`src/rtl/mux_arbiter.sv`:
```
// Two-requester round-robin arbiter feeding one registered output port.
// A three-state FSM drives the 2:1 mux select, limits bursts to MAX_BURST
// while the other source waits, and loads a single-entry output register.

// Scalable 2:1 mux, one bit slice per generate iteration.
module mux2 #(
    parameter int MUX_SIZE = 32
) (
    input  logic                sel_i,
    input  logic [MUX_SIZE-1:0] a_i,
    input  logic [MUX_SIZE-1:0] b_i,
    output logic [MUX_SIZE-1:0] y_o
);
    genvar gi;
    generate
        for (gi = 0; gi < MUX_SIZE; gi++) begin : g_bit
            assign y_o[gi] = sel_i ? b_i[gi] : a_i[gi];
        end
    endgenerate
endmodule

module mux_arbiter #(
    parameter int DATA_WIDTH = 32,
    parameter int MAX_BURST  = 4
) (
    input  logic                  clk,
    input  logic                  rst_n,
    input  logic                  req_a_i,
    input  logic [DATA_WIDTH-1:0] data_a_i,
    output logic                  gnt_a_o,
    input  logic                  req_b_i,
    input  logic [DATA_WIDTH-1:0] data_b_i,
    output logic                  gnt_b_o,
    output logic                  sel_o,
    output logic [DATA_WIDTH-1:0] out_data_o,
    output logic                  out_valid_o,
    output logic                  out_src_o,
    input  logic                  out_ready_i,
    output logic                  busy_o
);
    typedef enum logic [1:0] {
        IDLE    = 2'd0,
        GRANT_A = 2'd1,
        GRANT_B = 2'd2
    } state_t;

    // Counter is 4 bits wide (MAX_BURST <= 15); the increment is done in 5 bits.
    localparam logic [4:0] MAX_W = 5'(MAX_BURST);
    localparam logic [3:0] MAX_C = 4'(MAX_BURST);

    state_t                state_q, state_d;
    logic [3:0]            cnt_q, cnt_d;
    logic                  sel_q, sel_d;
    logic                  last_q;          // 0 = A, 1 = B
    logic [DATA_WIDTH-1:0] out_data_q;
    logic                  out_valid_q;
    logic                  out_src_q;

    logic                  slot;
    logic                  gnt_a, gnt_b;
    logic                  xfer_a, xfer_b;
    logic [4:0]            cnt_inc;
    logic                  burst_hit;
    logic [3:0]            cnt_sat;
    logic [DATA_WIDTH-1:0] mux_y;

    mux2 #(.MUX_SIZE(DATA_WIDTH)) u_mux (
        .sel_i (sel_q),
        .a_i   (data_a_i),
        .b_i   (data_b_i),
        .y_o   (mux_y)
    );

    // Grants depend only on registered state and the consumer's ready.
    always_comb begin
        slot      = !out_valid_q || out_ready_i;
        gnt_a     = (state_q == GRANT_A) && slot;
        gnt_b     = (state_q == GRANT_B) && slot;
        xfer_a    = req_a_i && gnt_a;
        xfer_b    = req_b_i && gnt_b;
        cnt_inc   = {1'b0, cnt_q} + 5'd1;
        burst_hit = (cnt_inc >= MAX_W);
        cnt_sat   = burst_hit ? MAX_C : cnt_inc[3:0];
    end

    // Next-state, burst counter and mux select.
    always_comb begin
        state_d = state_q;
        cnt_d   = cnt_q;
        unique case (state_q)
            IDLE: begin
                cnt_d = 4'd0;
                if (req_a_i && req_b_i) begin
                    state_d = last_q ? GRANT_A : GRANT_B;
                end else if (req_a_i) begin
                    state_d = GRANT_A;
                end else if (req_b_i) begin
                    state_d = GRANT_B;
                end
            end
            GRANT_A: begin
                if (xfer_a) begin
                    if (req_b_i && burst_hit) begin
                        state_d = GRANT_B;
                        cnt_d   = 4'd0;
                    end else begin
                        cnt_d = cnt_sat;
                    end
                end else if (!req_a_i) begin
                    state_d = req_b_i ? GRANT_B : IDLE;
                    cnt_d   = 4'd0;
                end
            end
            GRANT_B: begin
                if (xfer_b) begin
                    if (req_a_i && burst_hit) begin
                        state_d = GRANT_A;
                        cnt_d   = 4'd0;
                    end else begin
                        cnt_d = cnt_sat;
                    end
                end else if (!req_b_i) begin
                    state_d = req_a_i ? GRANT_A : IDLE;
                    cnt_d   = 4'd0;
                end
            end
            default: begin
                state_d = IDLE;
                cnt_d   = 4'd0;
            end
        endcase
        // Select follows the state being entered; IDLE keeps the old value.
        sel_d = sel_q;
        if (state_d == GRANT_B) begin
            sel_d = 1'b1;
        end else if (state_d == GRANT_A) begin
            sel_d = 1'b0;
        end
    end

    // FSM, counter and select registers.
    always_ff @(posedge clk or negedge rst_n) begin
        if (!rst_n) begin
            state_q <= IDLE;
            cnt_q   <= 4'd0;
            sel_q   <= 1'b0;
        end else begin
            state_q <= state_d;
            cnt_q   <= cnt_d;
            sel_q   <= sel_d;
        end
    end

    // Output register: load on a transfer, drain when consumed without refill.
    always_ff @(posedge clk or negedge rst_n) begin
        if (!rst_n) begin
            out_data_q  <= '0;
            out_valid_q <= 1'b0;
            out_src_q   <= 1'b0;
            last_q      <= 1'b1;
        end else if (xfer_a || xfer_b) begin
            out_data_q  <= mux_y;
            out_valid_q <= 1'b1;
            out_src_q   <= xfer_b;
            last_q      <= xfer_b;
        end else if (out_ready_i) begin
            out_valid_q <= 1'b0;
        end
    end

    assign gnt_a_o     = gnt_a;
    assign gnt_b_o     = gnt_b;
    assign sel_o       = sel_q;
    assign out_data_o  = out_data_q;
    assign out_valid_o = out_valid_q;
    assign out_src_o   = out_src_q;
    assign busy_o      = (state_q != IDLE);
endmodule

```
`config.mk`:
```
export PLATFORM = sky130hd
export DESIGN_NAME = mux_arbiter
export DESIGN_NICKNAME = d
export VERILOG_FILES = /design/src/rtl/mux_arbiter.sv
export SDC_FILE = /design/constraint.sdc
export NUM_CORES = 1
export LEC_CHECK = 0
export ABC_CLOCK_PERIOD_IN_PS = 3500
export CAP_MARGIN = 0
export CORE_ASPECT_RATIO = 0.75
export CORE_UTILIZATION = 42
export DETAILED_ROUTE_END_ITERATION = 8
export PLACE_DENSITY = 0.85
export SLEW_MARGIN = 10
export SYNTH_ARGS = -nofsm -noshare
export SYNTH_HDL_FRONTEND = slang
export SYNTH_SLANG_ARGS = --single-unit
```
`constraint.sdc`:
```
create_clock -name clk -period 3.5 [get_ports clk]
set_input_delay 0.7 -clock clk [delete_from_list [all_inputs] [get_ports clk]]
set_output_delay 0.7 -clock clk [all_outputs]
set_load 0.005 [all_outputs]
```
== After elaboration in Yosys (flattened, before gate mapping) ==
Cells that the tools add are included.

* Bits in registers: 42
* Bits of input ports: 69
* Output and inout bits: 38
* Logic and storage cells: 87

* $add $sub $neg: 1
* Magnitude comparators: 1
* Equality and inequality tests: 6
* Mux-type cells: 57
* Reductions and logical operators: 15

{| class="wikitable"
|+ Operators with widths
! kind !! count
|-
| 1-bit 2-to-1 mux || 37
|-
| 4-bit 2-to-1 mux || 7
|-
| 2-bit 2-to-1 mux || 11
|-
| 4-bit case mux with 2 select lines || 1
|-
| 1-bit logical AND || 7
|-
| 3-bit != test (second input constant) || 2
|-
| 2-bit case mux with 3 select lines || 1
|-
| 2-bit nonzero test || 3
|-
| 4-bit by 1-bit adder with 5-bit output (second input constant) || 1
|-
| 5-bit by 3-bit greater-or-equal comparator with 1-bit output (second input constant) || 1
|-
| 2-bit by 1-bit equality test with 1-bit output (second input constant) || 2
|-
| 2-bit equality test (second input constant) || 2
|-
| 2-bit logical NOT || 1
|-
| 1-bit logical OR || 2
|-
| 2-bit AND reduction || 1
|-
| 1-bit logical NOT || 1
|}

== Longest topological paths before layout ==
* Depth after elaboration: 9
* Gate-level depth with buffers: 8
* Mapped depth without buffers: 8

== By module ==
From an unflattened synthesis, not the netlist that was laid out.

* Cell total of the unflattened synthesis: 173
* Area total of the unflattened synthesis: 2422.3 sq um

{| class="wikitable"
|+ Modules (own cells, without submodules)
! module !! instances !! cells each !! area each (sq um) !! sequential area each (sq um)
|-
| mux_arbiter || 1 || 137 || 1878.1 || 1052.3
|-
| mux2 || 1 || 36 || 544.3 || 0.0
|}

== Least setup slack after synthesis ==
Ideal clock, no wire load.

* Kind: register to register
* Start point: register cnt_q[0]
* End point: register sel_q, in the netlist sel_o
* Library setup time: 125 ps
* Arrival time: 2113 ps
* Required time: 3375 ps
* Slack: 1262 ps
* Stages on the path, launching flop included: 7
* Path buffers: 0
* Clock period less this slack: 2238 ps
* Path through: dfrtp_1 > ha_1 > a211o_4 > a311o_1 > a31o_1 > ha_1 > mux2_2

* Cells in the longest elaborated chain, start to end: 8
* Elaborated cells on any way between the ends: 13
* Those cells by class: add/sub (1); order compare (1); eq/ne (2); mux (6); reduce/logical (3)

{| class="wikitable"
|+ Ends and longest elaborated chain
! what !! RTL line !! text
|-
| from (decl) || 52 || <nowiki>logic [3:0] cnt_q, cnt_d;</nowiki>
|-
| from (signal assigned) || 149 || <nowiki>cnt_q <= cnt_d;</nowiki>
|-
| 4-bit by 1-bit adder with 5-bit output * || 81 || <nowiki>cnt_inc = {1'b0, cnt_q} + 5'd1;</nowiki>
|-
| 5-bit by 3-bit greater-or-equal comparator with 1-bit output * || 82 || <nowiki>burst_hit = (cnt_inc >= MAX_W);</nowiki>
|-
| 1-bit logical AND, on equally long branches || 116, 103 ||
|-
| 2-bit 2-to-1 mux, on equally long branches || 116, 103 ||
|-
| 2-bit 2-to-1 mux, on equally long branches || 115, 102 ||
|-
| 2-bit case mux with 3 select lines * || 90 || <nowiki>unique case (state_q)</nowiki>
|-
| 2-bit equality test or 2-bit by 1-bit equality test with 1-bit output (tied branches) || 134, 136 ||
|-
| 1-bit 2-to-1 mux or 2-bit nonzero test (tied branches) || n/a ||
|-
| to (signal assigned) || 150 || <nowiki>sel_q <= sel_d;</nowiki>
|-
| to (decl) || 53 || <nowiki>logic sel_q, sel_d;</nowiki>
|}

Every way passes the cells marked *; elsewhere a longest branch is shown, timed or not.
A chain may end at the register's enable or synchronous reset.

== Worst setup path in the final report ==
* Start point: input port out_ready_i
* End point: output port gnt_a_o

* Cells in the longest elaborated chain, start to end: 2

{| class="wikitable"
|+ Ends and longest elaborated chain
! what !! RTL line !! text
|-
| from (decl) || 38 || <nowiki>input logic out_ready_i,</nowiki>
|-
| 1-bit logical OR || 76 || <nowiki>slot = !out_valid_q || out_ready_i;</nowiki>
|-
| 1-bit logical AND || 77 || <nowiki>gnt_a = (state_q == GRANT_A) && slot;</nowiki>
|-
| to (decl) || 30 || <nowiki>output logic gnt_a_o,</nowiki>
|}

Every way passes these cells.

==> out/qor.txt <==
status: finished with violations
failing checks: DRC
Fin. Hold Viols: 0
commonest non-fill, non-tap cell in the layout: clkdlybuf4s50_1
CP endpoint: gnt_a_o
Critical Path RT: 2.80 ns
Root Driver: clkbuf_8
fraction of registers with async set/reset: 1.00
CP bufs+invs: 2
count of non-filler cells in the finished layout: 371
detailed placement HPWL: 3.86 mm
vias per cell: 5.12
Max Root-Sink Buffers: 2
Die H: 63.7 µm
Setup TNS: 0 ns
Routed Antenna Nets: 0
# rows: 22
Yosys top cell area share: 0.481
leakage: 1.37 nW
pre-CTS WS: 0.579 ns
first-pass GRT wire length: 8.63 mm
initial antenna violation count: 0
relative slew slack: 0.391
setup violators final: 0
Final Worst Setup Slack: 0.653 ns
Initial Util: 0.435
most used cell, CP: clkdlybuf4s50_1
drt first pass iters: 6
power density cells: 750 nW/µm²
Critical Path Source Type: input pin
Post-CTS Resized: 0
commonest cells after routing, fill and taps aside: clkdlybuf4s50_1, dfrtp_1, nor2_1, a21oi_1, mux2i_1
IO Port Bufs: 106
mean post-synth cell area: 10.3 µm²
die area: 5370 µm²
setup bufs post-CTS: 0
Worst path max stage delay: 0.49 ns
max_cap viols: 0
Worst path depth: 4
I/O Pins: 107
# hold bufs at CTS: 0
core area: 4900 µm²
final wirelength: 5.22 mm
register area share after synthesis: 0.493
Synth Instances: 208
vias post-DR: 1,899
TritonCTS clock tree: yes
slowest CP cell: clkdlybuf4s50_1
Horiz. Die Dim: 84.3 µm
largest delay contributor family on the critical path: buffers and inverters
Worst-Margin Slew: 0.913 ns
syn nets: 284
#FFs+latches synth: 42
largest net degree at the start of global routing: 43
Synth Flop Type: dfrtp_1
R2R Path Start: state_q[0]
reg2reg end: sel_o
Clk Latency, worst-skew pair: 0.29 ns
count of clock tree sinks: 42
R2R Setup Slk: 1.03 ns
fmax: 351 MHz
worst setup path start: out_ready_i
placer congestion estimate: 0.846
Arrival @ worst endpoint: 2.15 ns
largest cells by area after synthesis: dfrtp_1, mux2i_1, a21oi_1
Synth area leader: dfrtp_1
Hold Crit Class: flip-flop to flip-flop
r2r worst-path depth: 7
CP Class: input pin to output port
clock-pin slew on the worst setup and hold paths: 0.07 ns
Avg WL per Cell: 14.1 µm
YS warnings: 0
vias in the first global route: 1,887
Critical Path End Type: output port
H-tree levels: 2
grt ovf: 0
Cell Chain, Critical Path: clkdlybuf4s50_1 -> nand2b_1 -> and2_1 -> clkdlybuf4s50_1
post-synthesis cell type count: 29
min Tclk post-route: 2.85 ns
number of antenna diodes: 0
area grow syn2layout: 55.9%
initial drt markers: 64
Max Slew Vio Count: 0
Final period util: 0.814
residual DRC count: 5
synthesized cell area: 2130 µm²
Max VDD drop: 386 µV
CP Max Fanout: 9
total CTS buffers: 5
NumNets Final: 386
Layout Skew: 0.00436 ns
Total Routing Usage GR: 0.207
RSZ-0062 raised after global routing: no
Placed Instances: 363
Post-synth EDFFs: 0
layout cells sized above 1: 0.0579
report_power, final:
part | switching, mW | leakage [nW] | internal (mW)
logic | 0.568 | 0.839 | 0.721
clock network | 0.157 | 0.0524 | 0.213
registers | 0.122 | 0.478 | 0.712
total | 0.847 | 1.37 | 1.65
registers in the layout, summed over array words and instances (netlist names):
signal       cells
last_q           1
state_q          2
sel_o            1
cnt_q            4
out_data_o      32
out_valid_o      1
out_src_o        1
worst min-delay path by stage:
stage,start,to,slack (ns),cells after the start
after detailed placement,out_src_o,out_src_o,0.50,2
after CTS,out_src_o,out_src_o,0.52,2
after global routing,out_src_o,out_src_o,0.53,2
after floorplan,rst_n,cnt_q[0],0.40,0
after global placement,out_data_o[7],out_data_o[7],0.51,2
final,out_src_o,out_src_o,0.51,2
cells by family after synthesis:
logic type | count (synthesis) | synth area share
AND/OR/NAND/NOR | 55 | 0.113
buffers and inverters | 17 | 0.0375
adder cells (fa/ha/maj) | 7 | 0.0411
AO/OA/AOI/OAI | 53 | 0.155
multiplexers | 34 | 0.161
flip-flops | 42 | 0.493
layout make-up:
cell class / instances / area (µm²)
clock buffer: 7 / 76.3
clock inverter: 1 / 30.0
fill: 385 / 1570
inverter: 3 / 11.3
multi-input combinational: 149 / 1000
sequential: 42 / 1050
tap: 60 / 75.1
timing repair buffer: 109 / 1080
through the flow:
stage / power [mW] / instance area, µm² / hold WS, ns / utilization
after global routing: 2.67 / 3330 / 0.531 / 0.679
after detailed placement: 2.13 / 3220 / 0.505 / 0.657
final: 2.49 / 3330 / 0.513 / 0.679
after CTS: 2.51 / 3330 / 0.521 / 0.679
after global placement: 2.09 / 3220 / 0.505 / 0.657
after floorplan: 1.49 / 2130 / 0.404 / -
cells in the mapped netlist, types with 2 or more instances:
library cell,number
buf_2,13
mux2i_1,32
dfrtp_1,41
nor2_1,37
nand4_1,2
a21oi_1,36
inv_1,3
o21ai_0,4
a31oi_1,2
nand2_1,6
mux2_2,2
a2bb2oi_1,2
and2_1,3
nand2b_1,3
a211oi_1,2
ha_1,7
worst min-delay path: stages, from the launching register on:
cell and delay [ns]:
dfrtp_1 0.34, o21ai_0 0.07, o21ai_0 0.07
routing by layer:
layer,GRT usage,vias to the layer above,wire length (µm)
li1,-,932,-
met1,0.253,860,2220
met2,0.326,96,2370
met3,0.0839,11,542
met4,0.0884,0,91
met5,0,-,0
Power figures use the tool's default switching activity.
